`src/rtl/bp_pkg.sv`:
```
// Shared constants for the branch predictor: 2-bit counter encodings and
// the values used on reset/invalidate and on fresh allocation.
package bp_pkg;

    localparam logic [1:0] CTR_SNT   = 2'b00;
    localparam logic [1:0] CTR_WNT   = 2'b01;
    localparam logic [1:0] CTR_WT    = 2'b10;
    localparam logic [1:0] CTR_ST    = 2'b11;

    localparam logic [1:0] CTR_RESET = CTR_WNT;
    localparam logic [1:0] CTR_ALLOC = CTR_WT;

endpackage

```
`src/rtl/btb_predictor_sat_ctr2.sv`:
```
// 2-bit saturating counter next-state: one instance per update port,
// shared by all table entries.
module sat_ctr2
    import bp_pkg::*;
(
    input  logic [1:0] cur_i,
    input  logic       taken_i,
    output logic [1:0] next_o
);

    always_comb begin
        next_o = cur_i;
        if (taken_i) begin
            if (cur_i != CTR_ST) begin
                next_o = cur_i + 2'd1;
            end
        end else begin
            if (cur_i != CTR_SNT) begin
                next_o = cur_i - 2'd1;
            end
        end
    end

endmodule

```
`src/rtl/btb_predictor.sv`:
```
// Direct-mapped BTB with 2-bit counters: combinational IF-side lookup,
// EX/MEM-side training, mispredict redirect and saturating statistics.
module btb_predictor
    import bp_pkg::*;
#(
    parameter int unsigned IDX_W = 4,
    parameter int unsigned TAG_W = 32 - IDX_W - 2,
    parameter int unsigned CNT_W = 16
) (
    input  logic             clk,
    input  logic             rst_n,
    input  logic             btb_clr,
    input  logic [31:0]      if_pc,
    output logic             pred_hit,
    output logic             pred_taken,
    output logic [31:0]      pred_target,
    output logic [31:0]      hit_choice_out,
    input  logic             upd_valid,
    input  logic [31:0]      upd_pc,
    input  logic             upd_taken,
    input  logic [31:0]      upd_target,
    input  logic             upd_pred_taken,
    input  logic [31:0]      upd_pred_target,
    output logic             mispredict,
    output logic [31:0]      redirect_addr,
    output logic [CNT_W-1:0] br_count,
    output logic [CNT_W-1:0] mp_count
);

    localparam int unsigned ENTRIES = 1 << IDX_W;

    logic [ENTRIES-1:0] valid_q, valid_d;
    logic [TAG_W-1:0]   tag_q    [ENTRIES];
    logic [TAG_W-1:0]   tag_d    [ENTRIES];
    logic [31:0]        target_q [ENTRIES];
    logic [31:0]        target_d [ENTRIES];
    logic [1:0]         ctr_q    [ENTRIES];
    logic [1:0]         ctr_d    [ENTRIES];
    logic [CNT_W-1:0]   br_count_q, br_count_d;
    logic [CNT_W-1:0]   mp_count_q, mp_count_d;

    logic [IDX_W-1:0]   lidx, uidx;
    logic [TAG_W-1:0]   ltag, utag;
    logic               upd_hit;
    logic [1:0]         ctr_upd;
    logic               unused_pc_lsbs;

    assign unused_pc_lsbs = ^{if_pc[1:0], upd_pc[1:0]};

    always_comb begin
        lidx = if_pc[IDX_W+1:2];
        ltag = if_pc[31:IDX_W+2];
        uidx = upd_pc[IDX_W+1:2];
        utag = upd_pc[31:IDX_W+2];
    end

    // Lookup reads the registered table only, so a same-cycle update is not bypassed.
    always_comb begin
        pred_hit       = valid_q[lidx] && (tag_q[lidx] == ltag);
        pred_taken     = pred_hit && ctr_q[lidx][1];
        pred_target    = target_q[lidx];
        hit_choice_out = pred_taken ? pred_target : (if_pc + 32'd4);
    end

    always_comb begin
        mispredict    = upd_valid && ((upd_taken != upd_pred_taken) ||
                                      (upd_taken && (upd_target != upd_pred_target)));
        redirect_addr = (upd_valid && upd_taken) ? upd_target : (upd_pc + 32'd4);
    end

    sat_ctr2 u_sat_ctr2 (
        .cur_i   (ctr_q[uidx]),
        .taken_i (upd_taken),
        .next_o  (ctr_upd)
    );

    always_comb begin
        valid_d  = valid_q;
        tag_d    = tag_q;
        target_d = target_q;
        ctr_d    = ctr_q;
        upd_hit  = valid_q[uidx] && (tag_q[uidx] == utag);
        // Invalidate takes priority over a concurrent training update.
        if (btb_clr) begin
            valid_d = '0;
            for (int unsigned i = 0; i < ENTRIES; i++) begin
                ctr_d[i] = CTR_RESET;
            end
        end else if (upd_valid) begin
            if (upd_hit) begin
                ctr_d[uidx] = ctr_upd;
                if (upd_taken) begin
                    target_d[uidx] = upd_target;
                end
            end else if (upd_taken) begin
                valid_d[uidx]  = 1'b1;
                tag_d[uidx]    = utag;
                target_d[uidx] = upd_target;
                ctr_d[uidx]    = CTR_ALLOC;
            end
        end
    end

    always_comb begin
        br_count_d = br_count_q;
        mp_count_d = mp_count_q;
        if (upd_valid && (br_count_q != '1)) begin
            br_count_d = br_count_q + CNT_W'(1);
        end
        if (mispredict && (mp_count_q != '1)) begin
            mp_count_d = mp_count_q + CNT_W'(1);
        end
    end

    always_ff @(posedge clk or negedge rst_n) begin
        if (!rst_n) begin
            valid_q    <= '0;
            br_count_q <= '0;
            mp_count_q <= '0;
            for (int unsigned i = 0; i < ENTRIES; i++) begin
                tag_q[i]    <= '0;
                target_q[i] <= '0;
                ctr_q[i]    <= CTR_RESET;
            end
        end else begin
            valid_q    <= valid_d;
            tag_q      <= tag_d;
            target_q   <= target_d;
            ctr_q      <= ctr_d;
            br_count_q <= br_count_d;
            mp_count_q <= mp_count_d;
        end
    end

    assign br_count = br_count_q;
    assign mp_count = mp_count_q;

endmodule
```
`config.mk`:
```
export PLATFORM = sky130hd
export DESIGN_NAME = btb_predictor
export DESIGN_NICKNAME = d
export VERILOG_FILES = /design/src/rtl/bp_pkg.sv /design/src/rtl/btb_predictor_sat_ctr2.sv /design/src/rtl/btb_predictor.sv
export SDC_FILE = /design/constraint.sdc
export NUM_CORES = 2
export LEC_CHECK = 0
export ABC_CLOCK_PERIOD_IN_PS = 5950
export BUFFER_PORTS_ARGS = -buffer_cell sky130_fd_sc_hd__buf_2
export CAP_MARGIN = 30
export CORE_ASPECT_RATIO = 0.7
export CORE_MARGIN = 4
export CORE_UTILIZATION = 30
export CTS_CLUSTER_SIZE = 16
export DETAILED_ROUTE_END_ITERATION = 10
export HOLD_SLACK_MARGIN = 0.02
export MAX_ROUTING_LAYER = met4
export SYNTH_ARGS = -nofsm -noshare
export SYNTH_HDL_FRONTEND = slang
export SYNTH_SLANG_ARGS = --single-unit
```
`constraint.sdc`:
```
create_clock -name clk -period 5.95 [get_ports clk]
set_input_delay 1.19 -clock clk [delete_from_list [all_inputs] [get_ports clk]]
set_output_delay 1.19 -clock clk [all_outputs]
set_load 0.01 [all_outputs]
```
==> impl_metrics.py <==
metrics = {
    "floorplan": {
        "dieHeight_um": 363,
        "die-area_sq_mm": 0.187,
        "die_x_um": 515,
        "rows": 130,
        "start_util": 0.301,
        "coreArea_sq_mm": 0.179,
        "ios": 265,
    },
    "critical_path": {
        "critPathTopFamily": "multiplexers",
        "path_depth": 11,
        "cp_slowest_cell": "mux4_2",
        "crit_chain": "buf_8 > buf_4 > mux4_2 > mux4_2 > xnor2_1 > nand4_1 > nor4_1 > nand4_1 > buf_12 > mux2_1 > buf_2",
        "rrSetupSlack_ns": 1.80,
        "path_buf_inv": 4,
        "r2r_cells": 12,
        "crit_type": "input port to output port",
        "reg2reg_to": "tag_q[23]$_DFFE_PN0P_",
        "crit_path_end_kind": "output port",
        "r2r_start": "tag_q[313]$_DFFE_PN0P_",
        "start_kind": "input port",
        "required_ns": 4.76,
        "crit_fanout": 44,
        "cp.arrival_ns": 4.73,
        "slowest_delay_ns": 0.63,
    },
    "global_route": {
        "grt_usage": 0.217,
        "overflow": 0,
        "first_global_vias": 38900,
        "grt_pass1_wl_mm": 290,
        "antenna_found_initial": 42,
        "grt_max_degree": 147,
    },
    "clock_network": {
        "clock-sinks": 1008,
        "clkTransAtPathRegs_ns": 0.06,
        "cts.repair.resized": 0,
        "clkLatencyLatePin_ns": 0.73,
        "cts_root_buf": "clkbuf_16",
        "htreeDepth": 3,
        "cts_setup_buffers": 0,
        "cts_tree": "done",
        "cts_buffers": 96,
        "cts_hold_buf": 0,
        "clk_path_buf_depth": 3,
    },
    "yosys": {
        "synth_nets": 4733,
        "ys_ff_latch": 1008,
        "synthTopCellsByArea": "dfrtp_1 46%, mux4_2 16%, nand2_1 9.2%",
        "yosysSeqAreaShare": 0.467,
        "yosys_warnings": 0,
        "async_flop_share": 1.00,
        "synth_top_area_frac": 0.459,
        "synth_edf_count": 0,
        "syn_avg_cell_area_sq_um": 11.8,
        "synth_cell_types": 77,
        "synthCells": 4592,
        "synthFlopType": "dfrtp_1",
        "synth_area_sq_mm": 0.0540,
        "synth_top_area_cell": "dfrtp_1",
    },
    "route": {
        "routedWlPerCell_um": 28.0,
        "drc": 0,
        "avgViaCountPerCell": 5.55,
        "wirelength_mm": 202,
        "first_pass_iters": 6,
        "ant_nets": 0,
        "route.vias.total": 40100,
        "drtIter0Drc": 5021,
    },
    "sta": {
        "fmax_mhz": 169,
        "hold_violations": 0,
        "drv_slew": 0,
        "finalSetupViolCount": 0,
        "worst_pin_slew_ns": 1.09,
        "finalCritPeriodShare": 0.995,
        "maxSlewHeadroom": 0.270,
        "fin_ws_ns": 0.0310,
        "layout_min_cycle_time_ns": 5.92,
        "fin_skew_ns": 0.0609,
        "final.setup.tns_ns": 0,
        "rsz0062_at_grt": "yes",
    },
    "finish": {
        "drive_above_1_share": 0.342,
        "instances_no_fill": 7213,
        "syn_to_final_growth_pct": 15.3,
        "mostFrequentLayoutCell": "nand2_1",
        "nets": 4895,
        "mostFrequentLayoutCells": "1,311 x nand2_1, 992 x dfrtp_1, 434 x mux2_2",
    },
    "pwr": {
        "p_leak_nw": 28.9,
        "p_per_area_mw_per_mm2": 295,
        "max-vdd-ir-drop_mv": 0.216,
        "p_total_mw": 18.4,
    },
    "placed_design": {
        "portBuffers": 264,
        "place_congestion": 0.983,
        "dpl.cell_count": 7028,
        "place_ws_ns": 0.0613,
        "dp_hpwl_mm": 136,
    },
    "min_path": {
        "whs_endpoint": "target_q[263]$_DFFE_PN0P_",
        "holdCritStartpoint": "target_q[263]$_DFFE_PN0P_",
        "min_path_cells": 2,
        "hold_path_class": "register to register",
    },
    "run_status": {
        "outcome": "complete, no violations",
    },
    "flow_run": {
        "maxCapViolations": 0,
    },
}
==> final cells by class <==
| type | count | area, sq um |
|---|---|---|
| Fill cell | 17500 | 117000 |
| Antenna cell | 11 | 27.5 |
| Multi-Input combinational cell | 3145 | 26900 |
| Sequential cell | 1008 | 25200 |
| Tap cell | 2376 | 2970 |
| Timing Repair Buffer | 474 | 3610 |
| Clock inverter | 43 | 659 |
| Inverter | 29 | 109 |
| Clock buffer | 127 | 2700 |
==> cell usage after synthesis, drive strengths merged, types with 5 or more instances <==
master     n
and3      22
dfstp     16
ha         7
and2      28
nor2      94
inv       26
xor2      66
nand3     62
nor2b     21
clkbuf   278
nand2b     6
mux4     382
a22o       9
a22oi     18
mux2i     91
a211oi    28
nand4     48
o21ai     37
buf      132
nand2   1327
mux2     588
a31oi      6
dfrtp    992
o22ai      5
a21o      34
a21oi     24
or3        5
nor4      31
nor3      49
xnor2    101
==> routing by layer <==
layer	share of wire	vias to the layer above	GRT usage	wire length (um)
met2	0.42	2284	0.295	84700
met4	0.039	0	0.0768	7790
met1	0.43	21000	0.309	87300
li1	-	16400	-	-
met3	0.11	387	0.0576	21900
met5	0	-	-	0
==> how the worst max path moves through the flow <==
stage,start,endpoint,slack [ns]
floorplan,if_pc[2],hit_choice_out[10],0.35
global placement,if_pc[2],hit_choice_out[20],0.04
detailed placement,if_pc[2],hit_choice_out[20],0.06
CTS,if_pc[2],hit_choice_out[20],0.02
global route,if_pc[2],hit_choice_out[30],-0.01
finish,if_pc[3],hit_choice_out[20],0.03
==> sequential cells by signal, indices dropped and copies added (netlist names) <==
signal    count
tag_q       416
mp_count     16
valid_q      16
br_count     16
target_q    512
ctr_q        32
==> through the flow <==
stage	utilization	cell area, sq um	hold slack, ns
after floorplan	-	54000	0.441
after global placement	0.327	58600	0.453
after detailed placement	0.328	58800	0.457
after CTS	0.347	62100	0.473
after global routing	0.347	62300	0.487
final	0.347	62300	0.470
==> kinds of logic after synthesis <==
logic type	Yosys count	synth area share
AND/OR/NAND/NOR	1708	0.133
buffers and inverters	439	0.0365
XOR/XNOR	167	0.0271
flip-flops	1008	0.467
multiplexers	1061	0.308
adder cells (fa/ha/maj)	10	0.00218
AO/OA/AOI/OAI	199	0.0261
==> power by group <==
group	internal (mW)	leakage [nW]	total (mW)	switching (mW)
registers	7.73	13.4	8.38	0.653
logic	1.65	13.9	3.32	1.68
clock network	3.78	1.63	6.68	2.91
total	13.2	28.9	18.4	5.24
==> worst min-delay path: cells and delay by family, from the launching register on <==
family	cells	cell delay, ns
DFF	1	0.34
and+or+nand+nor	2	0.10
Note: power is estimated with default switching activity, not from simulation.
